<file path="src/rtl/readout_rx_demod_unit.sv">
// Readout receive demodulator: mixes signed ADC samples with an NCO sin/cos
// reference and integrates I/Q over a programmable window, one result per window.
module readout_rx_demod_unit #(
    parameter int NCO_N          = 22,
    parameter int PHASE_WIDTH    = 10,
    parameter int LUT_DATA_WIDTH = 16,
    parameter int ADC_WIDTH      = 8,
    parameter int ACC_WIDTH      = 40,
    parameter int WIN_WIDTH      = 16
) (
    input  logic                      clk,
    input  logic                      rst,
    input  logic                      nco_ftw_wr_en,
    input  logic [NCO_N-1:0]          nco_ftw_in,
    input  logic                      win_len_wr_en,
    input  logic [WIN_WIDTH-1:0]      win_len_in,
    input  logic                      start_in,
    input  logic                      valid_adc_in,
    input  logic [ADC_WIDTH-1:0]      adc_data_in,
    output logic [PHASE_WIDTH-1:0]    sin_lut_rd_addr_out,
    input  logic [LUT_DATA_WIDTH-1:0] sin_lut_rd_data_in,
    output logic [PHASE_WIDTH-1:0]    cos_lut_rd_addr_out,
    input  logic [LUT_DATA_WIDTH-1:0] cos_lut_rd_data_in,
    output logic                      busy_out,
    output logic                      valid_iq_out,
    output logic [ACC_WIDTH-1:0]      i_out,
    output logic [ACC_WIDTH-1:0]      q_out
);

    localparam int PROD_WIDTH = ADC_WIDTH + LUT_DATA_WIDTH;
    localparam logic [PHASE_WIDTH-1:0] QUARTER_TURN = PHASE_WIDTH'(2 ** (PHASE_WIDTH - 2));

    typedef enum logic [1:0] {
        IDLE,
        RUN,
        DRAIN
    } state_t;

    state_t state, state_next;

    logic [NCO_N-1:0]       ftw;
    logic [NCO_N-1:0]       phase_acc;
    logic [WIN_WIDTH-1:0]   win_len;
    logic [WIN_WIDTH-1:0]   win_len_snap;
    logic [WIN_WIDTH-1:0]   sample_cnt;
    logic                   drain_cnt;
    logic                   accept;
    logic                   start_go;
    logic                   last_sample;
    logic                   drain_done;
    logic                   s1_valid;
    logic                   s2_valid;
    logic signed [ADC_WIDTH-1:0]      s1_adc;
    logic [PHASE_WIDTH-1:0]           sin_addr;
    logic [PHASE_WIDTH-1:0]           cos_addr;
    logic [PHASE_WIDTH-1:0]           phase_addr;
    logic signed [LUT_DATA_WIDTH-1:0] sin_data;
    logic signed [LUT_DATA_WIDTH-1:0] cos_data;
    logic signed [PROD_WIDTH-1:0]     i_prod;
    logic signed [PROD_WIDTH-1:0]     q_prod;
    logic signed [ACC_WIDTH-1:0]      i_acc;
    logic signed [ACC_WIDTH-1:0]      q_acc;
    logic                             valid_iq;

    assign phase_addr = phase_acc[NCO_N-1 -: PHASE_WIDTH];
    assign sin_data   = $signed(sin_lut_rd_data_in);
    assign cos_data   = $signed(cos_lut_rd_data_in);

    always_ff @(posedge clk) begin
        if (rst) begin
            state <= IDLE;
        end else begin
            state <= state_next;
        end
    end

    always_comb begin
        state_next = state;
        case (state)
            IDLE:    if (start_go)    state_next = RUN;
            RUN:     if (last_sample) state_next = DRAIN;
            DRAIN:   if (drain_done)  state_next = IDLE;
            default: state_next = IDLE;
        endcase
    end

    always_comb begin
        accept      = (state == RUN) && valid_adc_in;
        start_go    = (state == IDLE) && start_in && (win_len != '0);
        last_sample = accept && (sample_cnt == win_len_snap - WIN_WIDTH'(1));
        drain_done  = (state == DRAIN) && drain_cnt;
        busy_out    = (state != IDLE);
    end

    // Three-stage datapath: address/sample capture, product, accumulate.
    // Only accepted samples move through, so input gaps never change the result.
    always_ff @(posedge clk) begin
        if (rst) begin
            ftw          <= '0;
            win_len      <= '0;
            win_len_snap <= '0;
            sample_cnt   <= '0;
            phase_acc    <= '0;
            drain_cnt    <= 1'b0;
            s1_valid     <= 1'b0;
            s2_valid     <= 1'b0;
            s1_adc       <= '0;
            sin_addr     <= '0;
            cos_addr     <= '0;
            i_prod       <= '0;
            q_prod       <= '0;
            i_acc        <= '0;
            q_acc        <= '0;
            valid_iq     <= 1'b0;
        end else begin
            if (nco_ftw_wr_en) ftw <= nco_ftw_in;
            if (win_len_wr_en) win_len <= win_len_in;

            valid_iq  <= drain_done;
            drain_cnt <= (state == DRAIN) ? ~drain_cnt : 1'b0;
            s1_valid  <= accept;
            s2_valid  <= s1_valid;

            if (accept) begin
                s1_adc     <= $signed(adc_data_in);
                sin_addr   <= phase_addr;
                cos_addr   <= phase_addr + QUARTER_TURN;
                sample_cnt <= sample_cnt + WIN_WIDTH'(1);
                phase_acc  <= phase_acc + ftw;
            end

            if (s1_valid) begin
                i_prod <= PROD_WIDTH'(s1_adc) * PROD_WIDTH'(cos_data);
                q_prod <= PROD_WIDTH'(s1_adc) * PROD_WIDTH'(sin_data);
            end

            if (start_go) begin
                win_len_snap <= win_len;
                sample_cnt   <= '0;
                phase_acc    <= '0;
                i_acc        <= '0;
                q_acc        <= '0;
            end else if (s2_valid) begin
                i_acc <= i_acc + ACC_WIDTH'(i_prod);
                q_acc <= q_acc + ACC_WIDTH'(q_prod);
            end
        end
    end

    assign sin_lut_rd_addr_out = sin_addr;
    assign cos_lut_rd_addr_out = cos_addr;
    assign valid_iq_out        = valid_iq;
    assign i_out               = i_acc;
    assign q_out               = q_acc;

endmodule
</file>
<file path="config.mk">
export PLATFORM = sky130hd
export DESIGN_NAME = readout_rx_demod_unit
export DESIGN_NICKNAME = d
export VERILOG_FILES = /design/src/rtl/readout_rx_demod_unit.sv
export SDC_FILE = /design/constraint.sdc
export NUM_CORES = 1
export LEC_CHECK = 0
export ABC_AREA = 1
export BUFFER_PORTS_ARGS = -buffer_cell sky130_fd_sc_hd__buf_4
export CORE_ASPECT_RATIO = 0.8
export CORE_MARGIN = 2
export CORE_UTILIZATION = 30
export CTS_BUF_LIST = sky130_fd_sc_hd__clkbuf_16
export DETAILED_ROUTE_END_ITERATION = 10
export SYNTH_ARGS = -nofsm -noshare
export SYNTH_HDL_FRONTEND = slang
export SYNTH_SLANG_ARGS = --single-unit
</file>
<file path="constraint.sdc">
create_clock -name clk -period 5.08 [get_ports clk]
set_input_delay 0.508 -clock clk [delete_from_list [all_inputs] [get_ports clk]]
set_output_delay 0.508 -clock clk [all_outputs]
set_load 0.05 [all_outputs]
</file>
# After elaboration in Yosys (flattened, before gate mapping)
# Index checks and enable logic that the tools add are counted.
dict set report op_classes {
  eq_ne 6
  n_reduce_logical 11
  mul 2
  addsub 6
  muxes 4
  bitwise_logic 2
}
# operator n
set ops {}
lappend ops {{40-bit by 24-bit adder with 40-bit output} 2}
lappend ops {{8-bit by 16-bit multiplier with 24-bit output} 2}
lappend ops {{22-bit adder} 1}
lappend ops {{16-bit by 1-bit adder with 16-bit output (second input constant)} 1}
lappend ops {{16-bit == test} 1}
lappend ops {{16-bit nonzero test} 1}
lappend ops {{16-bit by 1-bit subtractor with 16-bit output (second input constant)} 1}
lappend ops {{10-bit by 9-bit adder with 10-bit output (second input constant)} 1}
lappend ops {{2-bit two-way mux} 3}
lappend ops {{2-bit != test (second input constant)} 3}
lappend ops {{2-bit case mux with 3 select lines} 1}
lappend ops {{1-bit logical AND} 5}
lappend ops {{2-bit OR reduction} 2}
lappend ops {{3-bit AND reduction} 1}
lappend ops {{2-bit by 1-bit == test with 1-bit output (second input constant)} 1}
lappend ops {{2-bit == test (second input constant)} 1}
lappend ops {{2-bit logical NOT} 1}
lappend ops {{1-bit NOT} 2}
lappend ops {{2-bit nonzero test} 1}
dict set report word_totals {
  output_inout_bits 102
  input_bits 84
  register_bits 254
}

# Longest topological paths before layout
# Gate-level depths: netlist of the first run.
dict set report depth {
  word_depth 5
  depth_mapped 26
}

# Worst setup path before layout of the first run
# OpenSTA, ideal clock, no wires.
dict set report synth_timing {
  path_kind {reg-to-reg}
  from {reg s1_adc[2]}
  to {reg q_prod[23]}
  synth_period_minus_slack_ps 4458
  path_stages_with_launch 21
  t_arrival_ps 4349
  path_buffers 2
  t_required_ps 4971
  setup_slack_ps 622
  setup_ps 109
  path_cell_list {dfxtp_1 clkbuf_1 clkbuf_1 nand2_1 fa_1 inv_1 fa_1 inv_1 fa_1 fa_1 inv_1 ha_1 inv_1 nor3_1 nand4_1 nand3_1 nor2_1 nor2_1 nand2_1 nand2_1 inv_1}
}
dict set report synth_via {
  elab_chain_cells 1
}
# item line_no
set synth_rtl {}
lappend synth_rtl {{start, declared} 53} ;# logic signed [ADC_WIDTH-1:0] s1_adc;
lappend synth_rtl {{start signal, assigned} 125} ;# s1_adc <= $signed(adc_data_in);
lappend synth_rtl {{8-bit by 16-bit multiplier with 24-bit output} 134} ;# q_prod <= PROD_WIDTH'(s1_adc) * PROD_WIDTH'(sin_data);
lappend synth_rtl {{end signal, assigned} 134}
lappend synth_rtl {{end, declared} 60} ;# logic signed [PROD_WIDTH-1:0] q_prod;
# Every way passes these cells.
# A chain may end at the register's enable or synchronous reset.

# Worst setup path in the final report of the first run
dict set report layout_timing {
  from {reg s1_adc[7]}
  to {reg q_prod[20]}
}
# The elaborated chain is that of the path after synthesis.

==> results of run 1 <==
final cells by class:
cell class              instances  area, um^2  area share
clock buffers                  31         776      0.0266
clock inverters                25         251     0.00861
inverters                     766        2880      0.0984
multi-input cells            2697       17300       0.593
flip-flops and latches        246        4930       0.169
well taps                    1127        1410      0.0483
repair buffers                209        1660      0.0567
cell usage in the layout (no fill, tap or decap), types with 58 or more instances in the layout:
cell type    n
a21oi_1    244
buf_4      202
dfxtp_1    244
fa_1       209
ha_1       191
inv_1      767
nand2_1    826
nand3_1    165
nor2_1     491
o21ai_0    230
xor2_1      58
state kept, by name (all words and copies together) (netlist names), 16 cells and up:
| signal | count |
|---|---|
| ftw | 22 |
| i_out | 40 |
| i_prod | 24 |
| phase_acc | 22 |
| q_out | 40 |
| q_prod | 24 |
| sample_cnt | 16 |
| win_len | 16 |
| win_len_snap | 16 |
power by group through the flow:
| stage | registers [mW] | logic, mW | clock network (mW) |
|---|---|---|---|
| final | 2.10 | 1.48 | 2.25 |
| after global routing | 2.11 | 1.69 | 2.39 |
| after CTS | 2.10 | 1.49 | 2.32 |
| after detailed placement | 2.14 | 1.48 | 0 |
| after global placement | 2.14 | 1.46 | 0 |
| after floorplan | 2.14 | 1.03 | 0 |
logic make-up (layout without fill, tap and decap cells):
logic type	Yosys count	in the layout
compound gates	595	595
xor+xnor	100	100
fa+ha+maj	400	400
buf+inv	908	1031
flops	246	246
simple gates	1602	1602
routing by layer:
metal | GRT usage | vias up
met5 | 0 | -
li1 | - | 12100
met3 | 0.0272 | 67
met1 | 0.260 | 11100
met4 | 0.0276 | 4
met2 | 0.274 | 498
critical path, cell delays in order, from the launching register on:
cell      delay (ns)
dfxtp_1         0.36
inv_1           0.30
buf_4           0.28
or2_2           0.29
fa_1            0.48
fa_1            0.52
fa_1            0.43
fa_1            0.49
inv_1           0.04
ha_1            0.40
a21oi_1         0.25
o21ai_0         0.16
a221oi_1        0.33
nand2_1         0.09
nand2_1         0.06
nand3_1         0.06
nand2_1         0.08
inv_1           0.03
path summary, 6_finish.rpt:
check,from,slack (ns),to,depth (start not counted)
hold reg to reg,drain_cnt,0.44,valid_iq_out,2
hold / removal,nco_ftw_in[11],0.16,ftw[11],3
setup reg to reg,s1_adc[7],0.35,q_prod[20],17
setup / recovery,s1_adc[7],0.35,q_prod[20],17
==> impl_metrics.py, run 1 <==
metrics = {
    "run_status": {
        "status": "complete, no violations",
    },
    "sta": {
        "slew_headroom": 0.313,
        "fin_skew_ns": 0.0223,
        "setup_violations": 0,
        "fin_crit_sh": 0.930,
        "hold_slack_ns": 0.161,
        "fmax_mhz": 212,
        "hold_violations": 0,
        "worst_slew_pin_slew_ns": 1.03,
        "fin_setup_tns_ns": 0,
        "timing.final.ws_setup_ns": 0.354,
        "rsz0062_at_grt": "false",
        "final.min_clock_period_ns": 4.73,
        "slew_violations": 0,
    },
    "drt": {
        "top_layer": "met5",
        "routedWlPerCell_um": 15.2,
        "routed-wl-met2_um": 32400,
        "wl_met1_um": 39900,
        "first_pass_iters": 8,
        "drt_iter0_markers": 1614,
        "route.detailed.drc": 0,
        "wl_um": 77700,
        "wl_met3_um": 4290,
        "vias": 23800,
        "ant_nets": 0,
        "post_drt_via_cell_ratio": 4.66,
    },
    "place": {
        "port_buffers": 185,
        "post-place-cells": 5045,
        "place.gp.congestion": 0.943,
        "dpl_worst_slack_ns": 0.411,
        "hpwl_um": 62200,
        "place_area_um2": 28200,
    },
    "clocking": {
        "cts-resized-gates": 0,
        "postCtsHoldBufs": 0,
        "clockBufferDepth": 3,
        "htree_levels": 1,
        "clk-insertion-delay-late_ns": 0.58,
        "clock-sinks": 246,
        "cts_buffers": 31,
        "path_clk_slew_ns": 0.06,
        "post_cts_buffers": 0,
        "cts_tree": "built",
        "root_buffer": "clkbuf_16",
    },
    "synthesis": {
        "synth_seq_cells": 246,
        "ys_top_cells_by_area": "dfxtp_1, fa_1, nand2_1",
        "synth_edf_count": 0,
        "yosys.area.top_type": "dfxtp_1",
        "netlist_area_um2": 25700,
        "synthArstFlopShare": 0,
        "ys.flop_type": "dfxtp_1",
        "yosys_warnings": 0,
        "synth_compound_area_frac": 0.127,
        "post_synth_and_or_nand_nor_area_fraction": 0.255,
        "synth_top_cell_area_share": 0.192,
        "syn_area_per_cell_um2": 6.68,
        "syn_inst": 3851,
        "synth_nets": 4335,
        "ys_types": 52,
        "synthXorXnorAreaFrac": 0.0346,
        "ys_seq_area_frac": 0.192,
        "yosys.area_share.adder": 0.256,
        "synthMuxAreaShare": 0,
        "synth_most_common_cell": "nand2_1",
        "ys_top_cells_by_count": "nand2_1, inv_1, nor2_1, dfxtp_1, a21oi_1",
        "synth_top_family_by_area": "adder cells",
    },
    "die": {
        "die_h_um": 266,
        "core-area_um2": 85300,
        "die_w_um": 331,
        "die_area_um2": 88100,
        "rows": 96,
        "initial_utilization": 0.302,
        "pin_count": 186,
    },
    "final_layout": {
        "drive_gt1_frac": 0.0760,
        "fill_cells": 9277,
        "post-route-util": 0.343,
        "nets": 4435,
        "final_cell_area_um2": 29200,
        "antenna_cells": 0,
        "finalNonFillerCells": 5101,
        "syn2layout_area_growth_pct": 13.6,
    },
    "setup_path": {
        "critPathCaptureType": "flop",
        "crit_fanout": 13,
        "arrival_ns": 5.21,
        "crit_type": "reg -> reg",
        "critPathRequiredTime_ns": 5.56,
        "start_kind": "flop",
    },
    "grt": {
        "grt_max_degree": 83,
        "overflow": 0,
        "antenna_found_initial": 3,
        "grtUsageTotal": 0.176,
        "grt_pass1_vias": 23300,
        "grt_pass1_wl_um": 127000,
    },
    "pwr": {
        "p_total_mw": 5.83,
        "power_density_nw_per_um2": 200,
        "switching_share": 0.333,
        "vdd_drop_max_uv": 238,
        "p_leak_nw": 15.8,
        "internal_power_mw": 3.89,
        "clkPwrFrac": 0.386,
        "seqPwrFrac": 0.360,
        "combPwrFrac": 0.254,
        "netSwitchingPower_mw": 1.94,
    },
    "min_path": {
        "hp-class": "in -> reg",
    },
    "job": {
        "drv_cap": 0,
    },
}
(Power assumes the default switching activity.)
==> inputs of run 2 (changes only) <==
--- a/config.mk
+++ b/config.mk
@@ -12,6 +12,7 @@
 export CORE_UTILIZATION = 30
 export CTS_BUF_LIST = sky130_fd_sc_hd__clkbuf_16
 export DETAILED_ROUTE_END_ITERATION = 10
+export RECOVER_POWER = 100
 export SYNTH_ARGS = -nofsm -noshare
 export SYNTH_HDL_FRONTEND = slang
 export SYNTH_SLANG_ARGS = --single-unit
==> impl_metrics.py, run 2 (synthesis results as in run 1) <==
metrics = {
    "final_layout": {
        "antenna_cells": 0,
        "syn2layout_area_growth_pct": 12.0,
        "drive_gt1_frac": 0.0483,
        "final_cell_area_um2": 28800,
        "post-route-util": 0.338,
        "layout_commonest_cell": "nand2_1",
        "final_cell_mix": "nand2_1, inv_1, nor2_1",
        "nets": 4435,
    },
    "sta": {
        "final.min_clock_period_ns": 4.77,
        "slew_violations": 162,
        "fin_crit_sh": 0.939,
        "hold_violations": 0,
        "rsz0062_at_grt": "false",
        "hold_slack_ns": 0.159,
        "fin_skew_ns": 0.0229,
        "setup_violations": 0,
        "slew_headroom": -0.922,
        "worst_slew_pin_slew_ns": 2.88,
        "fmax_mhz": 210,
        "fin_setup_tns_ns": 0,
    },
    "die": {
        "initial_utilization": 0.302,
        "die_w_um": 331,
        "die_h_um": 266,
        "pin_count": 186,
        "die_area_um2": 88100,
        "core-area_um2": 85300,
        "rows": 96,
    },
    "grt": {
        "overflow": 0,
        "grtUsageTotal": 0.176,
        "antenna_found_initial": 3,
        "grt_pass1_wl_um": 127000,
        "grt_pass1_vias": 23300,
        "grt_max_degree": 83,
    },
    "min_path": {
        "hp-class": "in -> reg",
    },
    "setup_path": {
        "cp_cell_sequence": "inv_1 > clkbuf_1 > or2_2 > fa_1 > fa_1 > fa_1 > fa_1 > inv_1 > ha_1 > a21oi_1 > o21ai_0 > a221oi_1 > nand2_1 > nand2_1 > nand3_1 > nand2_1 > inv_1",
        "arrival_ns": 5.25,
        "start_kind": "flop",
        "crit_path_frequent_cell": "fa_1",
        "critPathSlowestCell": "fa_1",
        "critPathRequiredTime_ns": 5.56,
        "critPathCaptureType": "flop",
        "ff2ff_setup_slack_ns": 0.31,
        "cp_num_buf_inv": 4,
        "critPathMaxStageDelay_ns": 0.52,
        "critPathTopFamily": "adder cells",
        "crit_fanout": 13,
        "crit_type": "reg -> reg",
    },
    "place": {
        "port_buffers": 185,
        "place_area_um2": 28200,
        "place.gp.congestion": 0.943,
        "hpwl_um": 62200,
    },
    "drt": {
        "wl_um": 77800,
        "vias": 23800,
        "ant_nets": 0,
        "first_pass_iters": 7,
        "route.detailed.drc": 0,
        "post_drt_via_cell_ratio": 4.67,
        "routedWlPerCell_um": 15.3,
        "drt_iter0_markers": 1623,
    },
    "pwr": {
        "netSwitchingPower_mw": 1.94,
        "internal_power_mw": 3.87,
        "power_density_nw_per_um2": 202,
        "combPwrFrac": 0.252,
        "p_leak_nw": 15.4,
        "seqPwrFrac": 0.361,
        "clkPwrFrac": 0.387,
        "vdd_drop_max_uv": 238,
        "switching_share": 0.334,
    },
    "run_status": {
        "violations": "max-capacitance violations, max-slew violations",
        "status": "finished with violations",
    },
    "clocking": {
        "postCtsHoldBufs": 0,
        "cts-resized-gates": 0,
        "path_clk_slew_ns": 0.06,
        "clock-sinks": 246,
        "cts_tree": "built",
        "root_buffer": "clkbuf_16",
        "clockBufferDepth": 3,
        "htree_levels": 1,
        "clk-insertion-delay-late_ns": 0.58,
        "post_cts_buffers": 0,
        "cts_buffers": 31,
    },
    "job": {
        "drv_cap": 3,
    },
}
[run 2: per-stage QoR]
stage	worst slack, ns	power [mW]	instances
floorplan	0.622	3.17	3851
global placement	0.442	3.60	5045
detailed placement	0.411	3.62	5045
CTS	0.402	5.90	5101
global route	0.0172	6.17	5101
finish	0.309	5.82	5101
[run 2: power groups by stage]
| stage | Combinational, mW | Clock [mW] | Sequential (mW) |
|---|---|---|---|
| 2_1_floorplan | 1.03 | 0 | 2.14 |
| 3_3_place_gp | 1.46 | 0 | 2.14 |
| 3_5_place_dp | 1.48 | 0 | 2.14 |
| 4_1_cts | 1.49 | 2.32 | 2.10 |
| 6_report | 1.47 | 2.25 | 2.10 |
| 5_1_grt | 1.68 | 2.39 | 2.11 |
[run 2: worst paths after layout]
kind / startpoint / endpoint / cells after the start
setup / recovery: s1_adc[7] / q_prod[20] / 17
hold / removal: nco_ftw_in[11] / ftw[11] / 3
setup reg to reg: s1_adc[7] / q_prod[20] / 17
hold reg to reg: state[0] / valid_iq_out / 1
[run 2: routing by layer]
layer  global-route usage  routed length, um
met5                    0                 27
met4               0.0276               1220
met3               0.0272               4470
met2                0.274              32300
met1                0.260              39800
[run 2: area by class of cell]
| cell class | count | area (um^2) |
|---|---|---|
| Tap cell | 1127 | 1410 |
| Fill cell | 9345 | 56500 |
| Timing Repair Buffer | 209 | 1260 |
| Multi-Input combinational cell | 2697 | 17300 |
| Clock inverter | 25 | 251 |
| Clock buffer | 31 | 776 |
| Sequential cell | 246 | 4930 |
| Inverter | 766 | 2880 |
[run 2: tightest hold or removal path, cell delays in order]
cell,delay [ns]
buf_4,0.08
nor2_1,0.03
nor2_1,0.08
